## src/rtl/term_write_ctrl.sv

```systemverilog
// term_write_ctrl: sequences every write into the COLSxROWS character frame memory.
// Accepts host characters, tracks the cursor, handles CR, wrap, hardware scroll
// (rotating top_row) and clear-screen. Writes are issued only in granted wr_slot cycles.
//
// Ports:
//   clk, mr_n            clock, asynchronous active-low reset (reset blanks the screen)
//   char_in/char_valid   host character and its valid; char_ready = can accept
//   clr_req              clear-screen request (pulse or level)
//   wr_slot              frame memory write slot granted this cycle
//   mem_we/addr/wdata    frame memory write port (we only while wr_slot=1)
//   cur_col, cur_row     logical cursor position
//   top_row              physical row shown at the top of the screen
//   busy                 any operation in flight or clear pending
module term_write_ctrl #(
  parameter int unsigned COLS   = 40,
  parameter int unsigned ROWS   = 24,
  parameter int unsigned ADDR_W = 10
) (
  input  logic              clk,
  input  logic              mr_n,
  input  logic [6:0]        char_in,
  input  logic              char_valid,
  output logic              char_ready,
  input  logic              clr_req,
  input  logic              wr_slot,
  output logic              mem_we,
  output logic [ADDR_W-1:0] mem_addr,
  output logic [5:0]        mem_wdata,
  output logic [5:0]        cur_col,
  output logic [4:0]        cur_row,
  output logic [4:0]        top_row,
  output logic              busy
);

  typedef enum logic [1:0] {StIdle, StWrite, StClrLine, StClrAll} state_e;

  localparam logic [5:0]        RowsS   = 6'(ROWS);
  localparam logic [ADDR_W-1:0] ColsA   = ADDR_W'(COLS);
  localparam logic [ADDR_W-1:0] LastA   = ADDR_W'(COLS * ROWS - 1);
  localparam logic [5:0]        LastCol = 6'(COLS - 1);
  localparam logic [4:0]        LastRow = 5'(ROWS - 1);
  localparam logic [5:0]        Space   = 6'h20;

  state_e            state_q;
  logic [5:0]        cur_col_q;
  logic [4:0]        cur_row_q;
  logic [4:0]        top_row_q;
  logic              clr_pend_q;
  logic [5:0]        clr_idx_q;
  logic [ADDR_W-1:0] addr_q;
  logic [5:0]        wdata_q;

  logic [5:0]        row_sum;
  logic [4:0]        phys_row;
  logic [ADDR_W-1:0] cur_addr;
  logic [ADDR_W-1:0] top_addr;
  logic [4:0]        top_next;
  logic              last_col;
  logic              last_row;
  logic              clr_any;
  logic              is_cr;
  logic              is_ctrl;

  // Physical row of the cursor, wrapped by a single subtraction (sum < 2*ROWS).
  always_comb begin
    row_sum  = {1'b0, top_row_q} + {1'b0, cur_row_q};
    phys_row = (row_sum >= RowsS) ? 5'(row_sum - RowsS) : row_sum[4:0];
    cur_addr = ADDR_W'(phys_row) * ColsA + ADDR_W'(cur_col_q);
    // On scroll the old top row becomes the new bottom row to blank.
    top_addr = ADDR_W'(top_row_q) * ColsA;
    top_next = (top_row_q == LastRow) ? 5'd0 : top_row_q + 5'd1;
    last_col = (cur_col_q == LastCol);
    last_row = (cur_row_q == LastRow);
    clr_any  = clr_pend_q | clr_req;
    is_cr    = (char_in == 7'h0D);
    is_ctrl  = (char_in[6:5] == 2'b00);
  end

  always_ff @(posedge clk or negedge mr_n) begin
    if (!mr_n) begin
      state_q    <= StClrAll;
      cur_col_q  <= '0;
      cur_row_q  <= '0;
      top_row_q  <= '0;
      clr_pend_q <= 1'b0;
      clr_idx_q  <= '0;
      addr_q     <= '0;
      wdata_q    <= Space;
    end else begin
      if (clr_req) clr_pend_q <= 1'b1;
      unique case (state_q)
        StIdle: begin
          // A pending or simultaneous clear beats any character on the same cycle.
          if (clr_any) begin
            state_q <= StClrAll;
            addr_q  <= '0;
            wdata_q <= Space;
          end else if (char_valid) begin
            if (is_cr) begin
              cur_col_q <= '0;
              if (!last_row) begin
                cur_row_q <= cur_row_q + 5'd1;
              end else begin
                top_row_q <= top_next;
                state_q   <= StClrLine;
                clr_idx_q <= '0;
                addr_q    <= top_addr;
                wdata_q   <= Space;
              end
            end else if (!is_ctrl) begin
              state_q <= StWrite;
              addr_q  <= cur_addr;
              wdata_q <= char_in[5:0];
            end
          end
        end
        StWrite: begin
          if (wr_slot) begin
            if (last_col) begin
              cur_col_q <= '0;
              if (!last_row) cur_row_q <= cur_row_q + 5'd1;
              else           top_row_q <= top_next;
            end else begin
              cur_col_q <= cur_col_q + 6'd1;
            end
            if (clr_any) begin
              state_q <= StClrAll;
              addr_q  <= '0;
              wdata_q <= Space;
            end else if (last_col && last_row) begin
              state_q   <= StClrLine;
              clr_idx_q <= '0;
              addr_q    <= top_addr;
              wdata_q   <= Space;
            end else begin
              state_q <= StIdle;
            end
          end
        end
        StClrLine: begin
          // A full clear supersedes the line blank in progress.
          if (clr_any) begin
            state_q <= StClrAll;
            addr_q  <= '0;
            wdata_q <= Space;
          end else if (wr_slot) begin
            if (clr_idx_q == LastCol) begin
              state_q <= StIdle;
            end else begin
              clr_idx_q <= clr_idx_q + 6'd1;
              addr_q    <= addr_q + ADDR_W'(1);
            end
          end
        end
        StClrAll: begin
          if (wr_slot) begin
            if (addr_q == LastA) begin
              state_q    <= StIdle;
              cur_col_q  <= '0;
              cur_row_q  <= '0;
              top_row_q  <= '0;
              clr_pend_q <= 1'b0;  // requests during the clear are absorbed
            end else begin
              addr_q <= addr_q + ADDR_W'(1);
            end
          end
        end
      endcase
    end
  end

  // Gate with mr_n so no strobe leaks out while the reset state is CLR_ALL.
  assign mem_we     = wr_slot & mr_n & (state_q != StIdle);
  assign mem_addr   = addr_q;
  assign mem_wdata  = wdata_q;
  assign char_ready = (state_q == StIdle) & ~clr_pend_q;
  assign busy       = (state_q != StIdle) | clr_pend_q;
  assign cur_col    = cur_col_q;
  assign cur_row    = cur_row_q;
  assign top_row    = top_row_q;

endmodule

```

## config.mk

```make
export PLATFORM = sky130hd
export DESIGN_NAME = term_write_ctrl
export DESIGN_NICKNAME = d
export VERILOG_FILES = /design/src/rtl/term_write_ctrl.sv
export SDC_FILE = /design/constraint.sdc
export NUM_CORES = 1
export LEC_CHECK = 0
export CAP_MARGIN = 20
export CORE_ASPECT_RATIO = 0.7
export CORE_MARGIN = 2
export CORE_UTILIZATION = 45
export DETAILED_ROUTE_END_ITERATION = 16
export HOLD_SLACK_MARGIN = 0.03
export PLACE_DENSITY_LB_ADDON = 0.2
export SYNTH_ARGS = -nofsm -noshare
export SYNTH_HDL_FRONTEND = slang
export SYNTH_SLANG_ARGS = --single-unit
```

## constraint.sdc

```tcl
create_clock -name clk -period 4.4 [get_ports clk]
set_clock_uncertainty 0.1 [all_clocks]
set_input_delay 0.66 -clock clk [delete_from_list [all_inputs] [get_ports clk]]
set_output_delay 0.66 -clock clk [all_outputs]
set_load 0.02 [all_outputs]
```

==> summary.md, run 1 <==
| Metric | Value |
|---|---|
| Status | `complete, no violations` |
| WS Path Type | `register to register` |
| Fin nets | `481` |
| CP Launch Type | `register` |
| R2R Setup Slk | `220 ps` |
| Drt total wl | `8960 µm` |
| Cells after DPL | `approximately 530` |
| CTS tree | `done` |
| CP cell instances | `ha_1 > fa_1 > a21o_1 > a21oi_2 > nor2_1 > mux2_2 > a21o_1 > ha_1 > ha_1 > inv_1 > fa_1 > nor2b_2 > o21ai_0 > or3_1 > and3_1 > mux2i_1 > a31oi_1` |
| Port Buffers | `46` |
| Maximum buffer depth of the clock tree | `2` |
| Setup TNS | `0 ps` |
| Most frequent cell after synthesis | `nand2_1` |
| Area Overhead vs Synth | `21.2%` |
| Final min period | `between 4000 and 5000 ps` |
| # rows | `26` |
| Ant. Diodes | `0` |
| Post-route ant nets | `0` |
| Worst path depth | `17` |
| DR WL/cell | `16.8 µm` |
| Max Fclk | `approximately 240 MHz` |
| Data arrival time of the critical path | `4240 ps` |
| Die H | `roughly 76 µm` |
| CTS Root Cell | `clkbuf_8` |
| Detailed Routing Iterations Pass 1 | `6` |
| Synthesized area | `0.00336 mm²` |
| Synthesis-stage register bit count | `between 40 and 50` |
| Vias in the first global route | `just under 3000` |
| Hold path start | `mem_wdata[4]$_DFFE_PN0P_` |
| Global Route Usage Sum | `0.228` |
| Hold depth | `2` |
| Initial Utilization | `0.464` |
| CP Buf/Inv Count | `1` |
| Vias | `around 3200` |
| Final instance count without filler cells | `about 530` |
| Most used cell, CP | `ha_1` |
| Clk_lat worst skew | `300 ps` |
| Initial antenna violation count | `0` |
| Cell taking the most area after synthesis | `dfrtp_1` |
| Final setup violation count | `0` |
| RR Endpoint | `mem_addr[9]$_DFFE_PN0P_` |
| Pwr dens | `~790 mW/mm²` |
| Hold path endpoint | `mem_wdata[4]$_DFFE_PN0P_` |
| Critical Path End Type | `register` |
| Dpl cell area | `0.00396 mm²` |
| Crit path required time | `roughly 4500 ps` |
| Syn_nets | `about 430` |
| Avg Inst Size Synth | `around 8.7 µm²` |
| Final hold viol count | `0` |
| Critical Path Slowest Stage Cell | `fa_1` |
| R2R cell count | `17` |
| Via/cell ratio | `6.00` |
| Post-CTS Resized | `0` |
| Worst-path fanout max | `3` |
| Design area | `0.00408 mm²` |
| Clk slew on worst S/H paths | `~90 ps` |
| Leak | `0.00176 µW` |
| Yosys top cell area share | `0.283` |
| Hold Path Class | `register to register` |
| Die area | `~0.0082 mm²` |
| Largest net degree at the start of global routing | `between 40 and 50` |
| Synthesis Warnings | `0` |
| Top_reg_cell synth | `dfrtp_1` |
| First-pass GRT wire length | `between 10000 and 15000 µm` |
| Setup bufs post-CTS | `0` |
| Worst R2R Start | `cur_row[0]$_DFFE_PN0P_` |
| RePlAce Congestion | `around 0.9` |
| CTS Sinks | `41` |
| Synthesized netlist cell count | `just under 400` |
| Period utilization | `0.950` |
| RSZ-0062 raised after global routing | `no` |
| CP max stage delay | `approximately 470 ps` |
| Total power | `around 3200 µW` |
| Post-synth top cells | `nand2_1 (43), dfrtp_1 (38), ha_1 (30), o21ai_0 (28)` |
| Die W | `about 110 µm` |
| Layout cells sized above 1 | `0.101` |
| Detailed Route Iter0 Violations | `about 270` |
| Slew Viols, Final | `0` |
| Total core area | `~0.0073 mm²` |
| Slew HR | `0.469` |
| Cell family with most CP delay | `adder cells` |
| EDFF count, synth | `0` |
| H-tree depth | `2` |
| Worst slew pin tran | `~780 ps` |
| Count of different cell masters after synthesis | `61` |
| FILL cells | `636` |
| Num CTS Buffers | `5` |
| Ys async rst share | `1.00` |
| Hold Buf Count CTS | `0` |
| Top Ports | `47` |
| Post-DP HPWL | `between 6000 and 7000 µm` |
| Total gr overflow | `0` |
| Max_cap viols | `0` |
| Synth area leaders | `dfrtp_1 (28%), ha_1 (11%), nand2_1 (4.8%)` |
| Drt drc | `0` |
| Peak VDD IR | `between 0.0005 and 0.0006 V` |
| Seq/Total Area, Yosys | `0.306` |
[area by class of cell]
| cell class | count | area (µm²) | share of cell area |
|---|---|---|---|
| repair buffers | 57 | 538 | 0.132 |
| clock inverters | 2 | 38.8 | 0.00952 |
| clock buffers | 6 | 72.6 | 0.0178 |
| inverters | 17 | 63.8 | 0.0157 |
| flip-flops and latches | 41 | 1030 | 0.253 |
| multi-input cells | 313 | 2210 | 0.542 |
| well taps | 98 | 123 | 0.0301 |
[cell families after synthesis]
| group | share of synthesized area |
|---|---|
| adders and majority gates | 0.135 |
| xor gates and xnor gates | 0.0286 |
| muxes | 0.0223 |
| buffers and inverters | 0.0402 |
| DFF | 0.306 |
| and+or+nand+nor | 0.243 |
| AOI/OAI and AO/OA | 0.224 |
[per-stage QoR]
| stage | setup slack [ps] | utilization | hold slack (ps) |
|---|---|---|---|
| 2_1_floorplan | 123 | - | 264 |
| 6_report | 221 | 0.562 | 400 |
| 3_3_place_gp | 323 | 0.546 | 370 |
| 3_5_place_dp | 187 | 0.546 | 377 |
| 4_1_cts | 162 | 0.561 | 402 |
| 5_1_grt | 13.5 | 0.562 | 427 |
[power breakdown]
group | leakage [µW] | switching [µW] | internal (µW)
combinational | 0.00119 | 1350 | 980
clock | 0.0000554 | 137 | 170
sequential | 0.000519 | 104 | 470
[worst register-to-register path: cells and delay by family (launching register included)]
kind            cells  cell delay (ps)
fa+ha+maj           5             1600
flops               1              390
mux                 2              390
buf+inv             1               70
simple gates        4              760
compound gates      5              730
[cell usage in the layout (no fill, tap or decap), types with 5 or more instances in the layout]
master and instances:
nand3_1 25, a21oi_1 24, clkdlybuf4s50_1 45, inv_1 17, a22oi_1 7, o211ai_1 5, buf_4 11, clkbuf_8 5
dfrtp_1 38, nor3_1 7, nor2_1 20, a22o_1 9, xor2_1 8, ha_1 30, nand2_1 43, o21ai_0 28
or2_2 5, nand2b_1 8, and3_1 10, a21o_1 7
[sequential cells by signal, summed over array words and instances, names as in the netlist]
signal,flops
clr_idx_q,6
clr_pend_q,1
cur_col,6
cur_row,5
mem_addr,10
mem_wdata,6
state_q,2
top_row,5
[layer usage]
metal	up-vias	GRT usage	wire length, µm
li1	1533	-	-
met1	1554	0.371	4630
met2	109	0.316	3650
met3	10	0.0385	618
met4	0	0.0346	67
met5	-	0	0
[how the worst max path moves through the flow]
stage	startpoint	endpoint	slack [ps]
2_1_floorplan	top_row[0]$_DFFE_PN0P_	mem_addr[9]$_DFFE_PN0P_	120
3_3_place_gp	cur_row[0]$_DFFE_PN0P_	mem_addr[9]$_DFFE_PN0P_	320
3_5_place_dp	cur_row[0]$_DFFE_PN0P_	mem_addr[9]$_DFFE_PN0P_	190
4_1_cts	cur_row[0]$_DFFE_PN0P_	mem_addr[9]$_DFFE_PN0P_	160
5_1_grt	cur_row[0]$_DFFE_PN0P_	mem_addr[9]$_DFFE_PN0P_	10
6_report	cur_row[0]$_DFFE_PN0P_	mem_addr[9]$_DFFE_PN0P_	220
(Power assumes the default switching activity.)
==> inputs of run 2 (changes only) <==
Clock period 4.4 ns to 4.57 ns, I/O delays scaled along.
==> run 2 against run 1 <==
  * Final cell count fell by 0.56%
  * Non-clock buffer count fell by 3
  * Flip-flop and latch count did not move
  * Critical endpoint unchanged
  * Global-route usage rose by 0.38 points
  * Sequential power barely moved
  * Worst hold slack got worse by 22 ps
  * Critical path depth did not move
  * Register-to-register slack improved by 30 ps
  * Clock power fell by 18%
  * Largest cell class unchanged
  * Critical path type unchanged
  * Maximum frequency fell by 3.3%
==> summary.md, run 2 (synthesis gave the netlist of run 1 again) <==
| Metric | Value |
|---|---|
| Clk slew on worst S/H paths | `90 ps (about the same)` |
| H-tree depth | `2 (unchanged)` |
| # rows | `26 (unchanged)` |
| Period utilization | `0.946 (-0.00419)` |
| Final hold viol count | `0 (unchanged)` |
| First-pass GRT wire length | `15200 µm (+1.8%)` |
| CTS tree | `done` |
| Pwr dens | `754 mW/mm² (-4.2%)` |
| Register area | `0.00103 mm² (+0.12%)` |
| Max_cap viols | `0 (unchanged)` |
| Cell family with most CP delay | `adder cells` |
| Worst-path fanout max | `5 (+2)` |
| Max Fclk | `231 MHz (-3.3%)` |
| Die H | `76.3 µm (unchanged)` |
| Top Ports | `47 (unchanged)` |
| Die area | `0.00819 mm² (unchanged)` |
| Initial antenna violation count | `0 (unchanged)` |
| Hold Path Class | `register to register` |
| Vias | `3131 (-2.3%)` |
| Crit path required time | `4640 ps (+180 ps)` |
| Status | `complete, no violations` |
| Worst slew pin tran | `812 ps (+36.0 ps)` |
| CTS Sinks | `41 (unchanged)` |
| Final min period | `4320 ps (+142 ps)` |
| Crit path from | `cur_row[0]$_DFFE_PN0P_` |
| Final setup violation count | `0 (unchanged)` |
| Largest net degree at the start of global routing | `42 (unchanged)` |
| Leak | `0.00173 µW (-1.5%)` |
| Data arrival time of the critical path | `4390 ps (+150 ps)` |
| CP max stage delay | `470 ps (about the same)` |
| Slew Viols, Final | `0 (unchanged)` |
| Detailed Route Iter0 Violations | `264 (-0.75%)` |
| Met2 global-route usage | `0.334 (+0.0177)` |
| Worst R2R Start | `cur_row[0]$_DFFE_PN0P_` |
| Port Buffers | `46 (unchanged)` |
| Peak VDD IR | `0.000377 V (-25%)` |
| Top Usage Layer GRT | `met1` |
| RePlAce Congestion | `0.909 (+3.6%)` |
| WS Path Type | `register to register` |
| Critical Path End Type | `register` |
| CP Launch Type | `register` |
| Detailed Routing Iterations Pass 1 | `5 (-1)` |
| Most used cell, CP | `ha_1` |
| Met3 Use GR | `0.0376 (-0.000855)` |
| Global Route Usage Sum | `0.231 (+0.00375)` |
| Total core area | `0.00725 mm² (unchanged)` |
| Drt drc | `0 (unchanged)` |
| Ant. Diodes | `0 (unchanged)` |
| Hold path start | `mem_wdata[5]$_DFFE_PN1P_` |
| Most frequent cells in the layout | `clkdlybuf4s50_1 (45), nand2_1 (43), dfrtp_1 (37)` |
| Final worst-path setup slack | `248 ps (+27.7 ps)` |
| Maximum buffer depth of the clock tree | `2 (unchanged)` |
| Post-DP HPWL | `6730 µm (-0.19%)` |
| Clk_lat worst skew | `300 ps (about the same)` |
| Drt total wl | `9040 µm (+0.85%)` |
| Initial Utilization | `0.464 (unchanged)` |
| Area Overhead vs Synth | `19.9%` |
| WHS | `377 ps (-22.4 ps)` |
| Post-route ant nets | `0 (unchanged)` |
| Max reg flops | `10 (unchanged)` |
| Slew HR | `0.445 (-0.0246)` |
| CTS Root Cell | `clkbuf_8` |
| Total gr overflow | `0 (unchanged)` |
| Design area | `0.00403 mm² (-1.0%)` |
| Worst slack at placement | `233 ps (+46.6 ps)` |
| Finished Core Util | `0.556 (-0.00586)` |
| FILL cells | `656 (+3.1%)` |
| Critical Path Slowest Stage Cell | `fa_1` |
| Fin nets | `478 (-0.62%)` |
| Layout cells sized above 1 | `0.0947 (-0.00623)` |
| CP cell instances | `ha_1 > fa_1 > a21o_1 > a21oi_1 > nor2_1 > mux2_2 > a21o_1 > ha_1 > ha_1 > inv_1 > fa_1 > nor2b_2 > o21ai_0 > or3_1 > and3_1 > mux2i_1 > a31oi_1` |
| DR WL/cell | `17.0 µm (+1.4%)` |
| CP Buf/Inv Count | `1 (unchanged)` |
| Num CTS Buffers | `5 (unchanged)` |
| Dpl cell area | `0.00392 mm² (-0.95%)` |
| Commonest non-fill, non-tap cell in the layout | `clkdlybuf4s50_1` |
| Multi-input logic area | `0.00221 mm² (-0.17%)` |
| Met1 Use GR | `0.369 (-0.00236)` |
| Vias in the first global route | `2961 (+2.2%)` |
| Via/cell ratio | `5.90 (-1.8%)` |
| Die W | `107 µm (unchanged)` |
[run 2: per-layer routing]
| metal | vias to the layer above | wire length, µm |
|---|---|---|
| met5 | - | 0 |
| met4 | 0 | 39 |
| met3 | 5 | 666 |
| met2 | 124 | 3830 |
| met1 | 1476 | 4500 |
| li1 | 1526 | - |
[run 2: worst reg2reg max path: stages (launching register included)]
cell,delay (ps)
dfrtp_2,450
ha_1,240
fa_1,410
a21o_1,190
a21oi_1,180
nor2_1,60
mux2_2,260
a21o_1,190
ha_1,280
ha_1,210
inv_1,70
fa_1,470
nor2b_2,170
o21ai_0,130
or3_1,370
and3_1,170
mux2i_1,140
a31oi_1,100
[run 2: cell type report]
cell class | instances | share of cell area
Tap cell | 98 | 0.0304
Clock inverter | 1 | 0.00186
Clock buffer | 7 | 0.0214
Inverter | 17 | 0.0158
Timing Repair Buffer | 54 | 0.128
Sequential cell | 41 | 0.256
Multi-Input combinational cell | 313 | 0.547
[run 2: worst paths after layout]
| path | endpoint | slack, ps | depth (start not counted) |
|---|---|---|---|
| min in group asynchronous | mem_addr[9]$_DFFE_PN0P_ | 460 | 2 |
| max in group asynchronous | cur_row[0]$_DFFE_PN0P_ | 3510 | 2 |
| worst min-delay path | mem_wdata[5]$_DFFE_PN1P_ | 380 | 2 |
| worst min register to register | mem_wdata[5]$_DFFE_PN1P_ | 380 | 2 |
| worst max-delay path | mem_addr[9]$_DFFE_PN0P_ | 250 | 17 |
| worst max register to register | mem_addr[9]$_DFFE_PN0P_ | 250 | 17 |
[run 2: through the flow]
stage | power, µW | cells | TNS (ps)
final | 3040 | 531 | 0
after global routing | 3350 | 531 | -14.1
after CTS | 2970 | 529 | 0
after detailed placement | 2700 | 521 | 0
after global placement | 2630 | 521 | 0
after floorplan | 2170 | 386 | 0
[run 2: timing repair]
action                                  CTS  global route
hold buffers                              0             0
buffers inserted                          0             2
resized for setup                         0             2
endpoints found under the setup margin    0             1
[run 2: report_power, final]
part | internal, µW | total (µW) | switching, µW
registers | 453 | 577 | 124
logic | 935 | 2210 | 1280
clock network | 123 | 253 | 130
